$ cat config.mk
export PLATFORM = sky130hd
export DESIGN_NAME = pixel_fetch_responder_flat
export DESIGN_NICKNAME = d
export VERILOG_FILES = /design/src/rtl/pixel_fetch_responder_if.sv /design/src/rtl/pixel_fetch_responder.sv /design/src/flat_wrapper.sv
export SDC_FILE = /design/constraint.sdc
export NUM_CORES = 1
export LEC_CHECK = 0
export BUFFER_PORTS_ARGS = -buffer_cell sky130_fd_sc_hd__buf_4
export CORE_MARGIN = 3
export CORE_UTILIZATION = 59
export CTS_BUF_LIST = sky130_fd_sc_hd__clkbuf_16
export CTS_CLUSTER_DIAMETER = 80
export DETAILED_ROUTE_END_ITERATION = 16
export PLACE_DENSITY = 0.89
export SYNTH_ARGS = -nofsm -noshare
export SYNTH_HDL_FRONTEND = slang
export SYNTH_SLANG_ARGS = --single-unit
export TNS_END_PERCENT = 30
$ cat constraint.sdc
create_clock -name clk -period 11.62 [get_ports clk]
set_input_delay 1.743 -clock clk [delete_from_list [all_inputs] [get_ports clk]]
set_output_delay 1.743 -clock clk [all_outputs]
set_load 0.02 [all_outputs]
$ cat src/rtl/pixel_fetch_responder_if.sv
// Pixel request/response and memory read-master signals of pixel_fetch_responder.
// slave = responder view, master = core + memory view.
interface pixel_fetch_responder_if;
    logic        en;
    logic        frame_start;
    logic [9:0]  req_x;
    logic [9:0]  req_y;
    logic        waitrequest;
    logic [7:0]  pixel;
    logic [31:0] mem_address;
    logic        mem_read;
    logic        mem_waitrequest;
    logic [31:0] mem_readdata;
    logic        mem_readdatavalid;
    logic [15:0] miss_count;

    modport slave (
        input  en, frame_start, req_x, req_y,
        input  mem_waitrequest, mem_readdata, mem_readdatavalid,
        output waitrequest, pixel, mem_address, mem_read, miss_count
    );

    modport master (
        output en, frame_start, req_x, req_y,
        output mem_waitrequest, mem_readdata, mem_readdatavalid,
        input  waitrequest, pixel, mem_address, mem_read, miss_count
    );
endinterface

$ cat src/rtl/pixel_fetch_responder.sv
// One-word pixel cache between an edge core and a pipelined memory read master.
// Hits and out-of-frame requests answer combinationally; misses do a single word fetch.
module pixel_fetch_responder #(
    parameter int          COL_NUM   = 640,
    parameter int          ROW_NUM   = 480,
    parameter logic [31:0] BASE_ADDR = 32'h0000_0000
) (
    input logic                     clk,
    input logic                     rst,
    pixel_fetch_responder_if.slave  bus
);
    typedef enum logic [1:0] {IDLE, ISSUE, WAIT_DATA} state_e;

    state_e      state_q, state_d;
    logic [29:0] tag_q, tag_d;
    logic [29:0] ftag_q, ftag_d;
    logic        valid_q, valid_d;
    logic        drop_q, drop_d;
    logic [31:0] data_q, data_d;
    logic [15:0] miss_q, miss_d;

    logic [31:0] addr;
    logic        in_range;
    logic        hit;
    logic        start;
    logic        ret;

    assign addr     = BASE_ADDR + 32'(bus.req_y) * 32'(COL_NUM) + 32'(bus.req_x);
    assign in_range = (32'(bus.req_x) < 32'(COL_NUM)) && (32'(bus.req_y) < 32'(ROW_NUM));
    assign hit      = valid_q && (tag_q == addr[31:2]);
    // frame_start holds off a new fetch; the request is re-evaluated against the cleared cache next cycle
    assign start    = (state_q == IDLE) && bus.en && in_range && !hit && !bus.frame_start;
    assign ret      = (state_q == WAIT_DATA) && bus.mem_readdatavalid;

    assign bus.mem_read    = !rst && (state_q == ISSUE);
    assign bus.mem_address = rst ? 32'h0 : {ftag_q, 2'b00};
    assign bus.miss_count  = miss_q;

    always_comb begin
        bus.waitrequest = 1'b1;
        bus.pixel       = 8'h00;
        if (rst || !bus.en || state_q != IDLE) begin
            bus.waitrequest = 1'b1;
        end else if (!in_range) begin
            bus.waitrequest = 1'b0;
        end else if (hit) begin
            bus.waitrequest = 1'b0;
            bus.pixel       = 8'(data_q >> {addr[1:0], 3'b000});
        end
    end

    always_comb begin
        state_d = state_q;
        tag_d   = tag_q;
        ftag_d  = ftag_q;
        valid_d = valid_q;
        drop_d  = drop_q;
        data_d  = data_q;
        miss_d  = miss_q;
        case (state_q)
            IDLE: begin
                if (start) begin
                    state_d = ISSUE;
                    ftag_d  = addr[31:2];
                    miss_d  = (miss_q == 16'hFFFF) ? miss_q : miss_q + 16'd1;
                end
            end
            ISSUE: begin
                if (!bus.mem_waitrequest) state_d = WAIT_DATA;
            end
            WAIT_DATA: begin
                if (bus.mem_readdatavalid) begin
                    state_d = IDLE;
                    drop_d  = 1'b0;
                    if (!drop_q) begin
                        data_d  = bus.mem_readdata;
                        tag_d   = ftag_q;
                        valid_d = 1'b1;
                    end
                end
            end
            default: state_d = IDLE;
        endcase
        // A word in flight across a frame boundary belongs to the old frame
        if (bus.frame_start) begin
            valid_d = 1'b0;
            miss_d  = 16'h0;
            if (state_q != IDLE && !ret) drop_d = 1'b1;
        end
    end

    always_ff @(posedge clk) begin
        if (rst) begin
            state_q <= IDLE;
            tag_q   <= '0;
            ftag_q  <= '0;
            valid_q <= 1'b0;
            drop_q  <= 1'b0;
            data_q  <= '0;
            miss_q  <= '0;
        end else begin
            state_q <= state_d;
            tag_q   <= tag_d;
            ftag_q  <= ftag_d;
            valid_q <= valid_d;
            drop_q  <= drop_d;
            data_q  <= data_d;
            miss_q  <= miss_d;
        end
    end
endmodule

$ cat src/flat_wrapper.sv
// flat-port wrapper written by rule: the top's interface ports become plain ports
module pixel_fetch_responder_flat 
#(
    parameter int          COL_NUM   = 640,
    parameter int          ROW_NUM   = 480,
    parameter logic [31:0] BASE_ADDR = 32'h0000_0000
)
  (clk, rst, bus_en, bus_frame_start, bus_req_x, bus_req_y, bus_mem_waitrequest, bus_mem_readdata, bus_mem_readdatavalid, bus_waitrequest, bus_pixel, bus_mem_address, bus_mem_read, bus_miss_count);
  pixel_fetch_responder_if bus_i ();
  input logic clk;
  input logic rst;
  input wire logic [$bits(bus_i.en)-1:0] bus_en;
  input wire logic [$bits(bus_i.frame_start)-1:0] bus_frame_start;
  input wire logic [$bits(bus_i.req_x)-1:0] bus_req_x;
  input wire logic [$bits(bus_i.req_y)-1:0] bus_req_y;
  input wire logic [$bits(bus_i.mem_waitrequest)-1:0] bus_mem_waitrequest;
  input wire logic [$bits(bus_i.mem_readdata)-1:0] bus_mem_readdata;
  input wire logic [$bits(bus_i.mem_readdatavalid)-1:0] bus_mem_readdatavalid;
  output wire logic [$bits(bus_i.waitrequest)-1:0] bus_waitrequest;
  output wire logic [$bits(bus_i.pixel)-1:0] bus_pixel;
  output wire logic [$bits(bus_i.mem_address)-1:0] bus_mem_address;
  output wire logic [$bits(bus_i.mem_read)-1:0] bus_mem_read;
  output wire logic [$bits(bus_i.miss_count)-1:0] bus_miss_count;
  assign bus_i.en = bus_en;
  assign bus_i.frame_start = bus_frame_start;
  assign bus_i.req_x = bus_req_x;
  assign bus_i.req_y = bus_req_y;
  assign bus_i.mem_waitrequest = bus_mem_waitrequest;
  assign bus_i.mem_readdata = bus_mem_readdata;
  assign bus_i.mem_readdatavalid = bus_mem_readdatavalid;
  assign bus_waitrequest = bus_i.waitrequest;
  assign bus_pixel = bus_i.pixel;
  assign bus_mem_address = bus_i.mem_address;
  assign bus_mem_read = bus_i.mem_read;
  assign bus_miss_count = bus_i.miss_count;
  pixel_fetch_responder #(.COL_NUM(COL_NUM), .ROW_NUM(ROW_NUM), .BASE_ADDR(BASE_ADDR)) u_core (.clk(clk), .rst(rst), .bus(bus_i));
endmodule
==> results.cfg, run 1 <==
[place]
dp_hpwl_um = 9640
numPortBuffers = 102
placed_cells = 816
place.gp.congestion = 0.996

[cts]
hold_buffers = 0
cts_made_buffers = 9
post_cts_buffers = 0
cts_resized = 0
cts_tree = yes
root_buffer = clkbuf_16
cts_buffer_depth = 2
clk_pin_slew_ns = 0.06
cts_max_level = 3
clkSinkCount = 90
worstSkewPairLatency_ns = 0.34

[critical_path]
required_ns = 9.88
arrival_ns = 5.81
worstSetupPathType = input pin to primary output
reg2reg_slack_ns = 8.57
worst_setup_path_end_kind = primary output
crit_fanout = 70
cp-start-kind = input pin

[yosys]
yosysTopAreaCellShare = 0.343
synth_seq_cells = 90
ys_async_sr_fraction = 0
ys_warn_count = 0
post-synth-top-area-cell = dfxtp_1
avgSynthCellArea_um2 = 8.08
ys_top_cells_by_area = dfxtp_1 (34%), nand2_1 (8.9%), a21oi_1 (7.0%)
ys_seq_area_frac = 0.343
syn_area_um2 = 5250
synth_edf_count = 0
synthFlopType = dfxtp_1
yosysUniqueCellTypes = 66
syn_inst = 650

[layout]
ff_latch_area_um2 = 1800
fin_util = 0.742
drive_above_1_share = 0.188
multi_input_area_um2 = 3190
fin_nets = 802
instances_no_fill = 832
area_growth_pct = 19.1
antenna_cells = 0
fillers = 636

[global_route]
grt_pass1_wl_um = 22400
grt_max_degree = 92
antenna_found_initial = 0
grt_pass1_vias = 4772
gr-total-overflow = 0
grt_usage = 0.270

[timing]
skew_ns = 0.00840
min_period_ns = 7.55
fin_crit_sh = 0.650
rsz0062_at_grt = no
hold_violations = 0
max_freq_ghz = 0.132
tns_ns = 0
slew_violations = 0
slew_headroom = 0.153
tightest_slew_ns = 1.27
setup_viol = 0

[routing]
postRouteAntennaNets = 0
drc_errors = 0
first_pass_iters = 6
drt-total-wl_um = 13700
vias = 5077
routedWlPerCell_um = 16.5
dr.first_iter.drc_count = 323
viasPerCell = 6.10

[floorplan]
start_util = 0.623
chipWidth_um = 100
rows = 33
dieArea_um2 = 10100
die_h_um = 100
io_pins = 116
core-area_um2 = 8420

[pwr]
peakVddDrop_mv = 0.0873
leakage_nw = 2.43
powerDensity_nw_per_um2 = 120

[job]
drv_cap = 0

[run_status]
status = completed

[hold_path]
hold_path.class = flop to flop
[power breakdown]
part / switching [mW] / internal (mW) / total [mW]
logic: 0.0813 / 0.0583 / 0.140
registers: 0.00172 / 0.311 / 0.313
clock network: 0.130 / 0.169 / 0.299
[state kept, by name, summed over array words and instances, names as in the netlist]
name and count:
u_core.valid_q 1, u_core.state_q 2, u_core.bus.miss_count 16, u_core.ftag_q 19
u_core.data_q 32, u_core.drop_q 1, u_core.tag_q 19
[cells by family (layout without fill, tap and decap cells)]
kind of cell             Yosys count  after routing  share of synthesized area
flip-flops                        90             90                      0.343
AND/OR/NAND/NOR                  259            259                      0.249
multiplexers                       9              9                     0.0362
buffers and inverters             67            132                     0.0622
other                              1             13                   0.000714
AO/OA/AOI/OAI                    171            171                      0.199
adder cells (fa/ha/maj)           22             22                     0.0553
XOR/XNOR                          31             31                     0.0546
[per-layer routing]
| metal | vias to the layer above | wire, um | global-route usage |
|---|---|---|---|
| li1 | 2443 | - | - |
| met1 | 2398 | 5760 | 0.357 |
| met2 | 210 | 6830 | 0.458 |
| met3 | 26 | 900 | 0.0438 |
| met4 | 0 | 212 | 0.0725 |
| met5 | - | 0 | 0 |
[layout by cell type, fill, tap and decap left out, types with 4 or more instances in the layout]
cell	instances
dfxtp_1	90
ha_1	20
a21oi_1	73
a211oi_1	4
xor2_1	14
o21ai_0	35
o211ai_1	6
nor2_1	14
nand3_1	12
or3_1	13
nand2_1	125
mux4_2	8
inv_1	11
nand4_1	9
buf_4	105
nand2b_1	6
and3_1	7
xnor2_1	16
or4_1	8
clkbuf_16	9
nor2b_1	32
a21o_1	5
conb_1	13
nor3_1	7
o41ai_1	14
nor4_1	9
o31ai_1	6
[worst max-delay path, stage by stage]
cell and delay, ns:
buf_4 0.13, ha_1 0.29, ha_1 0.23, fa_1 0.57, nand2_1 0.09, nor3_1 0.30
and4b_1 0.36, and2_1 0.23, a211oi_1 0.10, or4_4 0.57, nor4_4 0.21, buf_4 0.56
o21ai_0 0.21, buf_4 0.20
[Yosys cell counts (6+ instances only)]
library cell	n
a21oi_1	73
and3_1	7
buf_4	15
clkbuf_1	31
dfxtp_1	90
ha_1	20
inv_1	11
mux4_2	8
nand2_1	125
nand2b_1	6
nand3_1	12
nand4_1	9
nor2_1	14
nor2b_1	32
nor3_1	7
nor4_1	9
o211ai_1	6
o21ai_0	35
o31ai_1	6
o41ai_1	14
or3_1	13
or4_1	8
xnor2_1	16
xor2_1	14
[final cells by class]
cell class / instances / area share
multi-input combinational: 505 / 0.510
clock buffer: 9 / 0.0360
tap: 105 / 0.0210
timing repair buffer: 105 / 0.126
clock inverter: 7 / 0.0122
sequential: 90 / 0.288
inverter: 11 / 0.00661
[stage by stage]
stage	hold slack (ns)	worst slack (ns)	instance area [um2]	power [mW]
after floorplan	0.427	4.72	5300	0.421
after global placement	0.429	4.26	5950	0.453
final	0.448	4.07	6250	0.751
after global routing	0.468	3.79	6250	0.779
after CTS	0.450	4.10	6250	0.750
after detailed placement	0.439	4.10	5950	0.456
[path summary, 6_finish.rpt]
kind,from,to,cells past startpoint
worst min-delay path,u_core.ftag_q[2],u_core.tag_q[2],2
worst max-delay path,bus_req_y[1],bus_waitrequest,14
worst min register to register,u_core.ftag_q[2],u_core.tag_q[2],2
worst max register to register,u_core.state_q[0],u_core.bus.miss_count[10],6
No activity file was read; power rests on OpenSTA's default activity.
==> inputs of run 2 (changes only) <==
--- a/config.mk
+++ b/config.mk
@@ -7,11 +7,11 @@
 export LEC_CHECK = 0
 export BUFFER_PORTS_ARGS = -buffer_cell sky130_fd_sc_hd__buf_4
 export CORE_MARGIN = 3
-export CORE_UTILIZATION = 59
+export CORE_UTILIZATION = 50
 export CTS_BUF_LIST = sky130_fd_sc_hd__clkbuf_16
 export CTS_CLUSTER_DIAMETER = 80
 export DETAILED_ROUTE_END_ITERATION = 16
-export PLACE_DENSITY = 0.89
+export PLACE_DENSITY = 0.8
 export SYNTH_ARGS = -nofsm -noshare
 export SYNTH_HDL_FRONTEND = slang
 export SYNTH_SLANG_ARGS = --single-unit
==> constraint.sdc (replaced) <==
create_clock -name clk -period 6.9 [get_ports clk]
set_input_delay 1.035 -clock clk [delete_from_list [all_inputs] [get_ports clk]]
set_output_delay 1.035 -clock clk [all_outputs]
set_load 0.02 [all_outputs]
==> results.cfg, run 2 (synthesis results as in run 1) <==
[run_status]
status = completed

[routing]
dr.first_iter.drc_count = 224
postRouteAntennaNets = 0
drc_errors = 0
routedWlPerCell_um = 15.4
highest_layer = met4
wl_met1_um = 5860
wl_met3_um = 741
vias = 4956
drt-total-wl_um = 13200
routed-wl-met2_um = 6470
first_pass_iters = 5
viasPerCell = 5.76

[timing]
tightest_slew_ns = 0.887
min_period_ns = 6.13
slew_headroom = 0.409
hold_violations = 0
slew_violations = 0
rsz0062_at_grt = no
fin_crit_sh = 0.888
tns_ns = 0
max_freq_ghz = 0.163
skew_ns = 0.00932
setup_viol = 0

[cts]
cts_tree = yes
cts_buffer_depth = 2
clk_pin_slew_ns = 0.07
hold_buffers = 0
worstSkewPairLatency_ns = 0.33
cts_max_level = 3
clkSinkCount = 90
root_buffer = clkbuf_16
cts_resized = 0
cts_made_buffers = 9
post_cts_buffers = 0

[critical_path]
reg2reg_depth = 9
required_ns = 5.86
worst_setup_path_end_kind = primary output
worstPathCellList = buf_4 -> ha_1 -> ha_1 -> fa_1 -> nand2_1 -> nor3_1 -> xnor2_1 -> xor2_1 -> or4_1 -> or4_1 -> nor4_1 -> nand4_1 -> nor2b_1 -> buf_4
worstSetupPathType = input pin to primary output
crit_fanout = 8
cp-start-kind = input pin
slowest_delay_ns = 0.57
rr_endpoint = u_core.state_q[0]
critPathSlowestCell = fa_1
arrival_ns = 5.09
rr_startpoint = u_core.tag_q[3]
reg2reg_slack_ns = 3.97

[global_route]
antenna_found_initial = 0
grt_pass1_wl_um = 21800
grt_max_degree = 92
gr-total-overflow = 0
grt_usage = 0.227
grt_pass1_vias = 4649

[layout]
antenna_cells = 0
top_regs = u_core.data_q (32), u_core.ftag_q (19), u_core.tag_q (19)
fin_nets = 803
mostFrequentLayoutCells = nand2_1 (125), buf_4 (106), dfxtp_1 (90), a21oi_1 (73), o21ai_0 (35)
fin_util = 0.629
final_common_cell = nand2_1
area_growth_pct = 19.8
largest_reg_flops = 32
drive_above_1_share = 0.190
top_register = u_core.data_q

[place]
dp_hpwl_um = 9510
numPortBuffers = 102
place.gp.congestion = 0.861

[hold_path]
hold_path.class = flop to flop
min_from = u_core.ftag_q[11]
whs_endpoint = u_core.tag_q[11]
worstHoldPathCells = 2

[floorplan]
chipWidth_um = 108
rows = 36
core-area_um2 = 10000
io_pins = 116
start_util = 0.525
dieArea_um2 = 11800
die_h_um = 108

[job]
drv_cap = 0

[pwr]
leakage_nw = 2.43
peakVddDrop_mv = 0.147
p_total_mw = 1.25
powerDensity_nw_per_um2 = 198
-- run 2: changes by cell type in the layout (fill, tap and decap cells not counted), sizes merged --
cell,before,now
inv,14,15
bufinv,1,0
buf,105,106
-- run 2: critical path, delay by kind of cell --
kind | cells | cell delay, ns
adders and majority gates | 3 | 1.10
xor gates and xnor gates | 2 | 0.32
buffers and inverters | 2 | 0.31
and+or+nand+nor | 7 | 2.33
-- run 2: worst max path at each step --
| stage | start | to |
|---|---|---|
| 3_3_place_gp | bus_req_y[1] | bus_pixel[4] |
| 5_1_grt | bus_req_y[1] | bus_pixel[1] |
| 6_report | bus_req_y[1] | bus_pixel[1] |
| 4_1_cts | bus_req_y[1] | bus_pixel[5] |
| 2_1_floorplan | bus_req_y[1] | bus_waitrequest |
| 3_5_place_dp | bus_req_y[1] | bus_pixel[5] |
-- run 2: per-stage QoR --
stage / instance area [um2] / cells / hold WS [ns] / worst slack, ns
3_3_place_gp: 5990 / 845 / 0.432 / 0.978
5_1_grt: 6290 / 861 / 0.463 / 0.429
3_5_place_dp: 5990 / 845 / 0.442 / 0.759
2_1_floorplan: 5300 / 662 / 0.427 / 1.42
6_report: 6290 / 861 / 0.448 / 0.773
4_1_cts: 6290 / 861 / 0.448 / 0.762
-- run 2: layout make-up --
cell class                 instances  area [um2]
clock buffer                       9         225
clock inverter                     7        71.3
fill                             873        3710
inverter                          11        41.3
multi-input combinational        505        3190
sequential                        90        1800
tap                              133         166
timing repair buffer             106         796
-- run 2: layer usage --
| layer | vias up | global-route usage |
|---|---|---|
| met3 | 17 | 0.0472 |
| met4 | 0 | 0.0514 |
| met5 | - | 0 |
| met2 | 164 | 0.375 |
| li1 | 2444 | - |
| met1 | 2331 | 0.305 |
-- run 2: power breakdown --
part           leakage [nW]  total [mW]  switching, mW  internal, mW
logic                  1.56       0.235          0.137        0.0986
clock network         0.146       0.485          0.229         0.256
registers             0.726       0.527        0.00295         0.524
total                  2.43        1.25          0.369         0.879
